$ cat src/rtl/ram_port_arbiter_pkg.sv
// Shared types for the RAM port arbiter: arbitration state, return-pipe entry
// and a one-hot to channel-id helper.
package ram_arb_pkg;

  localparam int MAX_CH = 16;

  typedef enum logic {
    IDLE   = 1'b0,
    LOCKED = 1'b1
  } arb_state_e;

  typedef struct packed {
    logic       vld;
    logic [3:0] id;
  } ret_entry_t;

  function automatic logic [3:0] onehot_to_id(input logic [MAX_CH-1:0] oh);
    logic [3:0] id;
    id = '0;
    for (int i = 0; i < MAX_CH; i++) begin
      if (oh[i]) id = 4'(i);
    end
    return id;
  endfunction

  // Distance of channel i after last in round-robin order (0 = next in line).
  function automatic int rr_dist(input int i, input int last, input int n);
    return (i - last - 1 + 2 * n) % n;
  endfunction

endpackage

$ cat src/rtl/ram_port_arbiter_if.sv
// Compute-side request/grant/return bundle for the RAM port arbiter.
// master = requester side, slave = arbiter side.
interface ram_port_arbiter_if #(
  parameter int NUM_CH = 4,
  parameter int ADDR_W = 16,
  parameter int DATA_W = 32
);
  logic [NUM_CH-1:0]        ch_cs;
  logic [NUM_CH-1:0]        ch_oe;
  logic [NUM_CH-1:0]        ch_W_req;
  logic [NUM_CH-1:0]        ch_lock;
  logic [NUM_CH*ADDR_W-1:0] ch_addr;
  logic [NUM_CH*DATA_W-1:0] ch_W_data;
  logic [NUM_CH-1:0]        ch_gnt;
  logic [NUM_CH-1:0]        ch_R_valid;
  logic [DATA_W-1:0]        ch_R_data;

  modport master (
    output ch_cs, ch_oe, ch_W_req, ch_lock, ch_addr, ch_W_data,
    input  ch_gnt, ch_R_valid, ch_R_data
  );

  modport slave (
    input  ch_cs, ch_oe, ch_W_req, ch_lock, ch_addr, ch_W_data,
    output ch_gnt, ch_R_valid, ch_R_data
  );
endinterface

$ cat src/rtl/ram_port_arbiter_rr_arbiter.sv
// Combinational round-robin picker: grants the masked requester closest after last_gnt.
// Zero latency; no backpressure (pure function of its inputs).
module rr_arbiter
  import ram_arb_pkg::*;
#(
  parameter int NUM_CH = 4
) (
  input  logic [NUM_CH-1:0] req,
  input  logic [3:0]        last_gnt,
  input  logic [NUM_CH-1:0] mask,
  output logic [NUM_CH-1:0] gnt
);

  int best_d;

  always_comb begin
    gnt    = '0;
    best_d = NUM_CH;
    for (int i = 0; i < NUM_CH; i++) begin
      if (req[i] && mask[i] && (rr_dist(i, int'(last_gnt), NUM_CH) < best_d)) begin
        best_d = rr_dist(i, int'(last_gnt), NUM_CH);
        gnt    = '0;
        gnt[i] = 1'b1;
      end
    end
  end

endmodule

$ cat src/rtl/ram_port_arbiter.sv
// Shares one single-port RAM among NUM_CH requesters: grant same cycle, issue +1, read data +1+MEM_LAT.
// Stalled requesters hold their request; read returns cannot be backpressured.
module ram_port_arbiter
  import ram_arb_pkg::*;
#(
  parameter int NUM_CH  = 4,
  parameter int ADDR_W  = 16,
  parameter int DATA_W  = 32,
  parameter int MEM_LAT = 1
) (
  input  logic              clk,
  input  logic              rst,
  ram_port_arbiter_if.slave ch,
  output logic              mem_cs,
  output logic              mem_oe,
  output logic              mem_W_req,
  output logic [ADDR_W-1:0] mem_addr,
  output logic [DATA_W-1:0] mem_W_data,
  input  logic [DATA_W-1:0] mem_R_data
);

  arb_state_e        state_q, state_d;
  logic [NUM_CH-1:0] owner_q, owner_d;
  logic [3:0]        last_q, last_d;
  logic [NUM_CH-1:0] rr_mask, rr_gnt, gnt;
  logic              lock_held, gnt_any, gnt_wr, gnt_rd, gnt_lock;
  logic [3:0]        gnt_id;
  logic [ADDR_W-1:0] gnt_addr;
  logic [DATA_W-1:0] gnt_wdata;
  logic [3:0]        mem_id_q;
  ret_entry_t        ret_q [MEM_LAT];

  // While the owner keeps its lock, only the owner may win; owner is kept one-hot.
  assign lock_held = (state_q == LOCKED) && (|(ch.ch_lock & owner_q));
  assign rr_mask   = lock_held ? owner_q : '1;

  rr_arbiter #(.NUM_CH(NUM_CH)) u_rr (
    .req      (ch.ch_cs),
    .last_gnt (last_q),
    .mask     (rr_mask),
    .gnt      (rr_gnt)
  );

  assign gnt        = rst ? '0 : rr_gnt;
  assign ch.ch_gnt  = gnt;
  assign gnt_any    = |gnt;
  assign gnt_wr     = |(gnt & ch.ch_W_req);
  assign gnt_rd     = (|(gnt & ch.ch_oe)) & ~gnt_wr;
  assign gnt_lock   = |(gnt & ch.ch_lock);
  assign gnt_id     = onehot_to_id(MAX_CH'(gnt));

  always_comb begin
    gnt_addr  = '0;
    gnt_wdata = '0;
    for (int i = 0; i < NUM_CH; i++) begin
      if (gnt[i]) begin
        gnt_addr  = ch.ch_addr[i*ADDR_W +: ADDR_W];
        gnt_wdata = ch.ch_W_data[i*DATA_W +: DATA_W];
      end
    end
  end

  always_comb begin
    state_d = state_q;
    owner_d = owner_q;
    last_d  = last_q;
    if (gnt_any) begin
      last_d = gnt_id;
      if (gnt_lock) begin
        state_d = LOCKED;
        owner_d = gnt;
      end else begin
        state_d = IDLE;
      end
    end else if (state_q == LOCKED && !lock_held) begin
      state_d = IDLE;
    end
  end

  always_ff @(posedge clk) begin
    if (rst) begin
      state_q    <= IDLE;
      owner_q    <= '0;
      last_q     <= 4'(NUM_CH - 1);
      mem_cs     <= 1'b0;
      mem_oe     <= 1'b0;
      mem_W_req  <= 1'b0;
      mem_addr   <= '0;
      mem_W_data <= '0;
      mem_id_q   <= '0;
      for (int s = 0; s < MEM_LAT; s++) ret_q[s] <= '0;
    end else begin
      state_q   <= state_d;
      owner_q   <= owner_d;
      last_q    <= last_d;
      mem_cs    <= gnt_wr | gnt_rd;
      mem_oe    <= gnt_rd;
      mem_W_req <= gnt_wr;
      if (gnt_any) begin
        mem_addr   <= gnt_addr;
        mem_W_data <= gnt_wdata;
        mem_id_q   <= gnt_id;
      end
      // Entry enters when the RAM samples the read; exits when its data is valid.
      ret_q[0] <= '{vld: mem_cs & mem_oe, id: mem_id_q};
      for (int s = 1; s < MEM_LAT; s++) ret_q[s] <= ret_q[s-1];
    end
  end

  assign ch.ch_R_valid = ret_q[MEM_LAT-1].vld ? (NUM_CH'(1) << ret_q[MEM_LAT-1].id) : '0;
  assign ch.ch_R_data  = mem_R_data;

endmodule

$ cat src/flat_wrapper.sv
// flat-port wrapper written by rule: the top's interface ports become plain ports
module ram_port_arbiter_flat import ram_arb_pkg::*;
#(
  parameter int NUM_CH  = 4,
  parameter int ADDR_W  = 16,
  parameter int DATA_W  = 32,
  parameter int MEM_LAT = 1
)
  (clk, rst, mem_cs, mem_oe, mem_W_req, mem_addr, mem_W_data, mem_R_data, ch_ch_cs, ch_ch_oe, ch_ch_W_req, ch_ch_lock, ch_ch_addr, ch_ch_W_data, ch_ch_gnt, ch_ch_R_valid, ch_ch_R_data);
  ram_port_arbiter_if #(.NUM_CH(NUM_CH), .ADDR_W(ADDR_W), .DATA_W(DATA_W)) ch_i ();
  input  logic clk;
  input  logic rst;
  output logic mem_cs;
  output logic mem_oe;
  output logic mem_W_req;
  output logic [ADDR_W-1:0] mem_addr;
  output logic [DATA_W-1:0] mem_W_data;
  input  logic [DATA_W-1:0] mem_R_data;
  input wire logic [$bits(ch_i.ch_cs)-1:0] ch_ch_cs;
  input wire logic [$bits(ch_i.ch_oe)-1:0] ch_ch_oe;
  input wire logic [$bits(ch_i.ch_W_req)-1:0] ch_ch_W_req;
  input wire logic [$bits(ch_i.ch_lock)-1:0] ch_ch_lock;
  input wire logic [$bits(ch_i.ch_addr)-1:0] ch_ch_addr;
  input wire logic [$bits(ch_i.ch_W_data)-1:0] ch_ch_W_data;
  output wire logic [$bits(ch_i.ch_gnt)-1:0] ch_ch_gnt;
  output wire logic [$bits(ch_i.ch_R_valid)-1:0] ch_ch_R_valid;
  output wire logic [$bits(ch_i.ch_R_data)-1:0] ch_ch_R_data;
  assign ch_i.ch_cs = ch_ch_cs;
  assign ch_i.ch_oe = ch_ch_oe;
  assign ch_i.ch_W_req = ch_ch_W_req;
  assign ch_i.ch_lock = ch_ch_lock;
  assign ch_i.ch_addr = ch_ch_addr;
  assign ch_i.ch_W_data = ch_ch_W_data;
  assign ch_ch_gnt = ch_i.ch_gnt;
  assign ch_ch_R_valid = ch_i.ch_R_valid;
  assign ch_ch_R_data = ch_i.ch_R_data;
  ram_port_arbiter #(.NUM_CH(NUM_CH), .ADDR_W(ADDR_W), .DATA_W(DATA_W), .MEM_LAT(MEM_LAT)) u_core (.clk(clk), .rst(rst), .ch(ch_i), .mem_cs(mem_cs), .mem_oe(mem_oe), .mem_W_req(mem_W_req), .mem_addr(mem_addr), .mem_W_data(mem_W_data), .mem_R_data(mem_R_data));
endmodule
$ cat config.mk
export PLATFORM = sky130hd
export DESIGN_NAME = ram_port_arbiter_flat
export DESIGN_NICKNAME = d
export VERILOG_FILES = /design/src/rtl/ram_port_arbiter_pkg.sv /design/src/rtl/ram_port_arbiter_if.sv /design/src/rtl/ram_port_arbiter_rr_arbiter.sv /design/src/rtl/ram_port_arbiter.sv /design/src/flat_wrapper.sv
export SDC_FILE = /design/constraint.sdc
export NUM_CORES = 1
export LEC_CHECK = 0
export ABC_AREA = 1
export BUFFER_PORTS_ARGS = -buffer_cell sky130_fd_sc_hd__buf_2
export CORE_AREA = 2 2 129 131
export DETAILED_ROUTE_END_ITERATION = 8
export DIE_AREA = 0 0 131 133
export SETUP_SLACK_MARGIN = 0.5
export SLEW_MARGIN = 20
export SYNTH_ARGS = -nofsm -noshare
export SYNTH_HDL_FRONTEND = slang
export SYNTH_SLANG_ARGS = --single-unit
$ cat constraint.sdc
create_clock -name clk -period 5.1 [get_ports clk]
set_input_delay 0.765 -clock clk [delete_from_list [all_inputs] [get_ports clk]]
set_output_delay 0.765 -clock clk [all_outputs]
set_load 0.02 [all_outputs]
==> results of run 1 <==
==> registers in the layout (all words and copies together) (netlist names), 2 cells and up <==
register           cells
u_core.mem_W_data     32
u_core.mem_addr       16
u_core.owner_q         4
u_core.ret_q           3
u_core.last_q          2
u_core.mem_id_q        2
==> layer usage <==
layer	track usage (%)	wire length, microns
met5	0	0
met1	19.0	6520
met4	6.68	361
met2	28.7	7470
met3	3.88	1090
==> synthesized netlist by cell type, types with 10 or more instances <==
cell        n  share of area [%]
nand2_1   189                 17
nor2_1    102                9.2
nand3_1    78                9.4
dfxtp_1    63                 30
nand4_1    50                7.5
buf_4      35                6.3
o21ai_1    31                3.7
o21ai_0    23                2.8
clkbuf_1   22                2.0
inv_1      16                1.4
buf_6      10                2.7
==> cells by family (layout without fill, tap and decap cells) <==
kind of cell	Yosys count	count (layout)	share of synthesized area, %
flip-flops	63	63	30.3
AO/OA/AOI/OAI	66	66	8.14
AND/OR/NAND/NOR	438	438	46.1
buffers and inverters	104	326	14.7
other	0	1	0
adder cells (fa/ha/maj)	2	2	0.601
XOR/XNOR	1	1	0.210
==> final timing paths <==
kind	end	cells past startpoint	start
setup / recovery	ch_ch_gnt[1]	28	ch_ch_lock[1]
hold reg to reg	u_core.ret_q[0][1]	2	u_core.mem_id_q[1]
setup reg to reg	u_core.mem_W_data[27]	29	u_core.owner_q[0]
hold / removal	u_core.ret_q[0][1]	2	u_core.mem_id_q[1]
==> worst max-delay path, stage by stage <==
cell,delay [ps]
buf_2,90
nand2_1,50
nand2_1,80
inv_2,40
nand2_2,80
nand3_2,70
nand2_2,110
inv_2,70
o21ai_1,90
nand2_2,110
inv_2,100
nand2_1,70
o21ai_2,60
ha_1,250
inv_1,50
a21oi_1,30
nand2_1,70
nand3_2,120
nand2_1,90
o21ai_0,80
ha_1,280
nand2_1,50
inv_1,80
nand2_2,60
nand3_2,130
nand2_1,110
nor2_4,120
buf_4,170
==> cell type report <==
type	count	area [sq um]
tap	220	275
antenna	1	2.50
inverter	27	111
fill	1798	10400
multi-input combinational	507	2320
clock buffer	12	246
timing repair buffer	282	1460
timing repair inverter	1	5.00
sequential	63	1260
clock inverter	4	45.0
==> power by group through the flow <==
stage	Combinational [W]	Sequential, W	Clock [W]
floorplan	0.000690	0.000868	0
global placement	0.00115	0.000713	0
detailed placement	0.00115	0.000717	0
CTS	0.00115	0.000709	0.000632
global route	0.00128	0.000726	0.000658
finish	0.00115	0.000709	0.000611
==> stage by stage <==
stage,hold WS [ps],setup WS [ps],instances,util (%),total power (W)
6_report,438,847,1117,35.4,0.00247
5_1_grt,467,506,1116,35.4,0.00266
4_1_cts,443,555,1114,35.1,0.00249
3_5_place_dp,428,428,1098,33.3,0.00186
3_3_place_gp,432,471,1098,33.3,0.00186
2_1_floorplan,400,929,674,-,0.00156
==> what timing repair did <==
item                       in CTS  in global routing
gates cloned                    0                  1
setup buffers                   0                  1
setup endpoints to repair       1                 31
pin swaps                       0                  1
resized for setup               1                 12
==> impl_metrics.py, run 1 <==
metrics = {
    "run_status": {
        "status": "completed",
    },
    "clock_tree": {
        "clk_latency_ps": 330,
        "hold_buffers": 0,
        "cts_tree": "built",
        "cts-root-buf": "clkbuf_16",
        "cts_made_buffers": 9,
        "cts_max_level": 3,
        "cts_num_sinks": 63,
        "clockBufferDepth": 2,
        "clk_pin_slew_ps": 50,
    },
    "pwr": {
        "p_leak_nw": 2.88,
        "clkPwrFrac_pct": 24.8,
        "power.internal_w": 0.00142,
        "switchingPower_w": 0.00105,
        "pwr-share-comb_pct": 46.5,
        "p_per_area_nw_per_um2": 431,
        "power.share.sequential_pct": 28.7,
        "peakVddDrop_v": 0.000184,
        "netSwitchingFraction_pct": 42.7,
    },
    "worst_setup_path": {
        "critPathKind": "input port to output port",
        "ff2ff_setup_slack_ps": 1210,
        "crit_path_start_kind": "input port",
        "crit_arrival_ps": 3490,
        "end_kind": "output port",
        "worstPathRequired_ps": 4340,
        "crit_fanout": 5,
    },
    "timing": {
        "setup_viol": 0,
        "skew_ps": 7.67,
        "fin_crit_sh_pct": 83.4,
        "rsz0062_at_grt": "false",
        "slew_viol_final": 0,
        "slew_headroom_pct": 54.9,
        "final.setup.tns_ps": 0,
        "tightest_slew_ps": 677,
        "fin_crit_ps": 4250,
        "hold_violations": 0,
        "fmax_mhz": 235,
    },
    "layout": {
        "fin_area_sq_um": 5730,
        "layout_commonest_cell": "buf_2",
        "syn2layout_area_growth_pct": 37.5,
        "drive_gt1_share_pct": 36.5,
        "final_nets": 1135,
        "layout_common_cells": "buf_2, nand2_1, nor2_1",
    },
    "placed_design": {
        "dp_hpwl_microns": 11300,
        "numPortBuffers": 268,
        "placed_area_sq_um": 5390,
        "gp_congestion": 0.777,
    },
    "floorplanning": {
        "die_h_microns": 133,
        "rows": 47,
        "ios": 333,
        "fp.dieW_microns": 131,
        "initial_utilization_pct": 25.8,
        "die_area_sq_um": 17400,
        "coreArea_sq_um": 16200,
    },
    "yosys": {
        "syn-mean-instance-area_sq_um": 6.18,
        "synth_area_sq_um": 4170,
        "synthCells": 674,
        "ys_seq_elements": 63,
        "synth_nets": 918,
        "yosys_warnings": 0,
        "synth_edf_count": 0,
        "ys_seq_area_share_pct": 30.3,
        "async_flop_share_pct": 0,
        "yosysUniqueCellTypes": 25,
        "synth_ff_type": "dfxtp_1",
    },
    "routing": {
        "drt-pass1-iter-count": 4,
        "drtIter0Drc": 235,
        "num_vias": 5168,
        "post_drt_via_cell_ratio": 4.63,
        "drtAntennaViolNets": 0,
        "wl_per_cell_microns": 13.8,
        "wl_microns": 15400,
        "drc": 0,
    },
    "min_path": {
        "hp-class": "flip-flop to flip-flop",
    },
    "grt": {
        "antenna_found_initial": 1,
        "grt_pass1_wl_microns": 22300,
        "grt_pass1_vias": 4565,
        "grt_overflow": 0,
        "grt_use_total_pct": 16.4,
        "grt_max_degree": 73,
    },
    "run": {
        "cap_viol_max_count": 0,
    },
}
(Power assumes the default switching activity.)
==> run 2: changes to the inputs <==
==> constraint.sdc (replaced) <==
create_clock -name clk -period 3.9 [get_ports clk]
set_input_delay 0.585 -clock clk [delete_from_list [all_inputs] [get_ports clk]]
set_output_delay 0.585 -clock clk [all_outputs]
set_load 0.02 [all_outputs]
==> impl_metrics.py, run 2 (synthesis gave the netlist of run 1 again) <==
metrics = {
    "run_status": {
        "status": "completed",
    },
    "worst_setup_path": {
        "worstRegToRegCells": 30,
        "worstPathRequired_ps": 3310,
        "critPathKind": "input port to output port",
        "end_kind": "output port",
        "crit_arrival_ps": 3030,
        "crit_path_start_kind": "input port",
        "worst_r2r_endpoint": "u_core.mem_W_data[25]",
        "ff2ff_setup_slack_ps": 340,
        "crit_fanout": 5,
        "r2r-start": "u_core.owner_q[1]",
    },
    "timing": {
        "skew_ps": 7.63,
        "tightest_slew_ps": 857,
        "setup_viol": 0,
        "fin_crit_ps": 3620,
        "final.setup.tns_ps": 0,
        "rsz0062_at_grt": "true",
        "fmax_mhz": 276,
        "hold_violations": 0,
        "slew_headroom_pct": 42.9,
        "fin_ws_ps": 282,
        "fin_crit_sh_pct": 92.8,
        "slew_viol_final": 0,
    },
    "min_path": {
        "holdPathEnd": "u_core.ret_q[0][0]",
        "hp-class": "flip-flop to flip-flop",
        "min_delay_path_depth": 2,
        "hold_start": "u_core.mem_id_q[0]",
    },
    "layout": {
        "fin_area_sq_um": 6690,
        "final_nets": 1172,
        "instances_no_fill": 1153,
        "largest_reg_flops": 32,
        "reg_top3": "u_core.mem_W_data x32, u_core.mem_addr x16, u_core.owner_q x4",
        "layout_commonest_cell": "buf_2",
        "syn2layout_area_growth_pct": 60.6,
        "layout_common_cells": "buf_2, nand2_1, nor2_1",
        "top_register": "u_core.mem_W_data",
        "insertedDiodeCount": 0,
        "drive_gt1_share_pct": 46.3,
    },
    "placed_design": {
        "dp_hpwl_microns": 11800,
        "gp_congestion": 0.851,
        "placed_cells_incl_taps": 1105,
        "numPortBuffers": 268,
        "place_ws_ps": -43.7,
        "placed_area_sq_um": 5590,
    },
    "clock_tree": {
        "hold_buffers": 0,
        "clockBufferDepth": 2,
        "cts-root-buf": "clkbuf_16",
        "clk_latency_ps": 330,
        "clk_pin_slew_ps": 60,
        "cts_made_buffers": 9,
        "cts_num_sinks": 63,
        "cts_tree": "built",
        "cts_max_level": 3,
    },
    "routing": {
        "num_vias": 5444,
        "drt-pass1-iter-count": 4,
        "wl_microns": 18200,
        "top_layer_used": "met4",
        "post_drt_via_cell_ratio": 4.72,
        "drc": 0,
        "met1_length_microns": 7320,
        "wl_met3_microns": 1350,
        "drtIter0Drc": 301,
        "met2WireLength_microns": 8850,
        "wl_per_cell_microns": 15.7,
        "drtAntennaViolNets": 0,
    },
    "pwr": {
        "power_w": 0.00389,
        "peakVddDrop_v": 0.000191,
        "p_leak_nw": 3.28,
        "p_per_area_nw_per_um2": 582,
    },
    "floorplanning": {
        "fp.dieW_microns": 131,
        "coreArea_sq_um": 16200,
        "rows": 47,
        "die_area_sq_um": 17400,
        "ios": 333,
        "die_h_microns": 133,
        "initial_utilization_pct": 25.8,
    },
    "grt": {
        "antenna_found_initial": 0,
        "grt_overflow": 0,
        "grt_max_degree": 73,
        "grt_pass1_wl_microns": 25000,
        "grt_pass1_vias": 4918,
        "grt_use_total_pct": 18.6,
    },
    "run": {
        "cap_viol_max_count": 0,
    },
}
-- run 2: cell types whose count changed in the layout (fill, tap and decap cells not counted), sizes merged --
cell	before	now
clkinv	6	7
inv	25	23
diode	1	0
bufbuf	0	1
clkbuf	12	16
buf	282	315
-- run 2: how the worst max path moves through the flow --
stage	from	to	slack, ps	cells after the start
floorplan	ch_ch_lock[2]	ch_ch_gnt[0]	320	28
global placement	ch_ch_lock[3]	u_core.mem_id_q[0]	40	33
detailed placement	ch_ch_lock[2]	u_core.mem_id_q[0]	-40	33
CTS	u_core.owner_q[3]	ch_ch_gnt[1]	300	26
global route	u_core.owner_q[1]	u_core.mem_W_data[14]	100	32
finish	ch_ch_lock[3]	ch_ch_gnt[2]	280	27
-- run 2: final cells by class --
type / count / area [sq um]
fillers: 1723 / 9480
inverters: 27 / 141
repair buffers: 320 / 2100
well taps: 220 / 275
multi-input cells: 507 / 2610
clock buffers: 12 / 246
clock inverters: 4 / 45.0
flip-flops and latches: 63 / 1270
-- run 2: repair_timing --
action,4_1_cts,5_1_grt
buffers inserted,16,6
setup endpoints to repair,62,64
resized for setup,39,78
gates cloned,4,6
pin swaps,15,22
-- run 2: power breakdown --
group	internal (W)	switching, W
Sequential	0.000835	0.000135
Combinational	0.000903	0.00122
Clock	0.000509	0.000292
-- run 2: worst max-delay path, stage by stage --
cell      delay (ps)
buf_6             90
nand2_2           60
nand2_2           50
inv_2             60
nand2_4           50
nand3_2           60
nand2_2           70
inv_2             70
o21ai_2           60
nand2_2          120
clkinv_4          80
o21ai_4          180
ha_4             220
inv_2             40
a21oi_1           30
nand2_1           70
nand3_2           80
nand2_1           60
o21ai_1           60
ha_1             300
nand2_1           80
inv_2             50
nand2_4           60
nand3_4          140
nand2_4          130
inv_4             50
buf_6            120
-- run 2: per-stage QoR --
| stage | utilization (%) | hold slack, ps |
|---|---|---|
| 6_report | 41.4 | 429 |
| 5_1_grt | 41.4 | 463 |
| 4_1_cts | 38.7 | 443 |
| 3_5_place_dp | 34.6 | 439 |
| 3_3_place_gp | 34.6 | 438 |
| 2_1_floorplan | - | 400 |
-- run 2: per-layer routing --
layer  global-route usage [%]  vias up
met3                     3.88       47
met5                        0        -
met1                     21.7     2453
met4                     8.39        0
li1                         -     2709
met2                     32.3      235
==> run 3: changes to the inputs <==
--- a/config.mk
+++ b/config.mk
@@ -7,9 +7,14 @@
 export LEC_CHECK = 0
 export ABC_AREA = 1
 export BUFFER_PORTS_ARGS = -buffer_cell sky130_fd_sc_hd__buf_2
-export CORE_AREA = 2 2 129 131
+export CELL_PAD_IN_SITES_DETAIL_PLACEMENT = 0
+export CELL_PAD_IN_SITES_GLOBAL_PLACEMENT = 1
+export CORE_ASPECT_RATIO = 1.2
+export CORE_MARGIN = 2
+export CORE_UTILIZATION = 22
 export DETAILED_ROUTE_END_ITERATION = 8
-export DIE_AREA = 0 0 131 133
+export PLACE_DENSITY_LB_ADDON = 0.1
+export RECOVER_POWER = 25
 export SETUP_SLACK_MARGIN = 0.5
 export SLEW_MARGIN = 20
 export SYNTH_ARGS = -nofsm -noshare
==> impl_metrics.py, run 3 (synthesis gave the netlist of run 1 again) <==
metrics = {
    "worst_setup_path": {
        "critPathTopFamily": "simple AND/OR/NAND/NOR gates",
        "end_kind": "output port",
        "worstPathRequired_ps": 3310,
        "crit_buf_inv": 9,
        "critPathSlowestCell": "ha_4",
        "cp-startpoint": "ch_ch_lock[0]",
        "path_depth": 29,
        "crit_arrival_ps": 3070,
        "worstRegToRegCells": 31,
        "crit_fanout": 4,
        "r2r-start": "u_core.owner_q[1]",
        "cpPeakStageDelay_ps": 270,
        "crit_path_start_kind": "input port",
        "critPathKind": "input port to output port",
    },
    "grt": {
        "antenna_found_initial": 4,
        "grt_pass1_wl_microns": 27900,
        "grt_pass1_vias": 5387,
        "grt_max_degree": 56,
        "grt_overflow": 0,
        "grt_use_total_pct": 17.9,
    },
    "routing": {
        "drc": 0,
        "drtIter0Drc": 274,
        "num_vias": 5451,
        "drtAntennaViolNets": 0,
        "post_drt_via_cell_ratio": 4.56,
        "wl_per_cell_microns": 16.5,
        "drt-pass1-iter-count": 4,
        "wl_microns": 19700,
    },
    "pwr": {
        "peakVddDrop_v": 0.000204,
        "clkPwrFrac_pct": 21.9,
        "netSwitchingFraction_pct": 43.0,
        "power.share.sequential_pct": 25.1,
        "switchingPower_w": 0.00161,
        "power_w": 0.00375,
        "p_per_area_nw_per_um2": 570,
        "pwr-share-comb_pct": 53.0,
        "power.internal_w": 0.00214,
        "p_leak_nw": 3.20,
    },
    "run": {
        "cap_viol_max_count": 0,
    },
    "layout": {
        "layout_common_cells": "buf_2, nand2_1, nor2_1",
        "reg_top3": "u_core.mem_W_data x32, u_core.mem_addr x16, u_core.owner_q x4",
        "instances_no_fill": 1196,
        "largest_reg_flops": 32,
        "syn2layout_area_growth_pct": 58.1,
        "drive_gt1_share_pct": 43.7,
        "layout_commonest_cell": "buf_2",
        "final_nets": 1175,
        "final_core_util_pct": 35.2,
        "top_register": "u_core.mem_W_data",
    },
    "floorplanning": {
        "die_h_microns": 155,
        "rows": 55,
        "ios": 333,
        "fp.dieW_microns": 130,
        "coreArea_sq_um": 18700,
        "initial_utilization_pct": 22.3,
        "die_area_sq_um": 20100,
    },
    "min_path": {
        "min_delay_path_depth": 2,
        "hp-class": "flip-flop to flip-flop",
        "hold_start": "u_core.mem_id_q[1]",
    },
    "clock_tree": {
        "cts_made_buffers": 9,
        "cts_num_sinks": 63,
        "clk_latency_ps": 340,
        "cts_tree": "built",
        "clk_pin_slew_ps": 60,
        "clockBufferDepth": 2,
        "cts-root-buf": "clkbuf_16",
        "cts_max_level": 3,
    },
    "timing": {
        "fin_ws_ps": 245,
        "rsz0062_at_grt": "true",
        "slew_viol_final": 0,
        "slew_headroom_pct": 52.5,
        "hold_violations": 0,
        "fin_hold_ws_ps": 436,
        "fin_crit_ps": 3660,
        "tightest_slew_ps": 713,
        "fin_crit_sh_pct": 93.7,
        "setup_viol": 0,
        "fmax_mhz": 274,
        "skew_ps": 6.19,
    },
    "placed_design": {
        "dp_hpwl_microns": 13900,
        "numPortBuffers": 268,
        "gp_congestion": 0.835,
        "placed_cells_incl_taps": 1139,
        "place_ws_ps": -102,
    },
    "run_status": {
        "status": "completed",
    },
}
-- run 3: path summary, 6_finish.rpt --
path / end / slack, ps
worst max register to register: u_core.mem_W_data[0] / 380
worst min-delay path: u_core.ret_q[0][1] / 440
worst max-delay path: ch_ch_gnt[0] / 240
worst min register to register: u_core.ret_q[0][1] / 440
-- run 3: power groups by stage --
| stage | clock [W] | sequential [W] | combinational [W] |
|---|---|---|---|
| 2_1_floorplan | 0 | 0.00114 | 0.000942 |
| 3_3_place_gp | 0 | 0.000945 | 0.00159 |
| 3_5_place_dp | 0 | 0.000948 | 0.00160 |
| 4_1_cts | 0.000846 | 0.000940 | 0.00169 |
| 5_1_grt | 0.000875 | 0.000968 | 0.00217 |
| 6_report | 0.000823 | 0.000943 | 0.00199 |
-- run 3: worst min-delay path: stages (launching register included) --
cell     delay (ps)
dfxtp_1         290
inv_1            40
nor2_1           50
-- run 3: per-stage QoR --
| step | TNS (ps) | area (sq um) |
|---|---|---|
| finish | 0 | 6580 |
| detailed placement | -667 | 5570 |
| global route | 0 | 6580 |
| CTS | 0 | 6140 |
| global placement | -42.8 | 5570 |
| floorplan | 0 | 4270 |
-- run 3: layer usage --
layer	track usage (%)	up-vias	share of wire, %
li1	-	2714	-
met1	20.7	2508	40
met2	31.2	188	51
met3	4.29	41	5.9
met4	7.89	0	2.6
met5	0	-	0
-- run 3: layout make-up --
class | count | area [sq um]
flip-flops and latches | 63 | 1270
diodes | 4 | 10.0
fillers | 2099 | 12100
repair buffers | 322 | 2010
clock buffers | 10 | 239
well taps | 256 | 320
clock inverters | 6 | 60.1
inverters | 27 | 141
repair inverters | 1 | 30.0
multi-input cells | 507 | 2510
-- run 3: timing repair --
action	CTS	global route
pin swaps	14	15
hold buffers	0	0
endpoints found under the setup margin	62	63
resized for setup	34	52
setup buffers	22	8
cloned	0	7
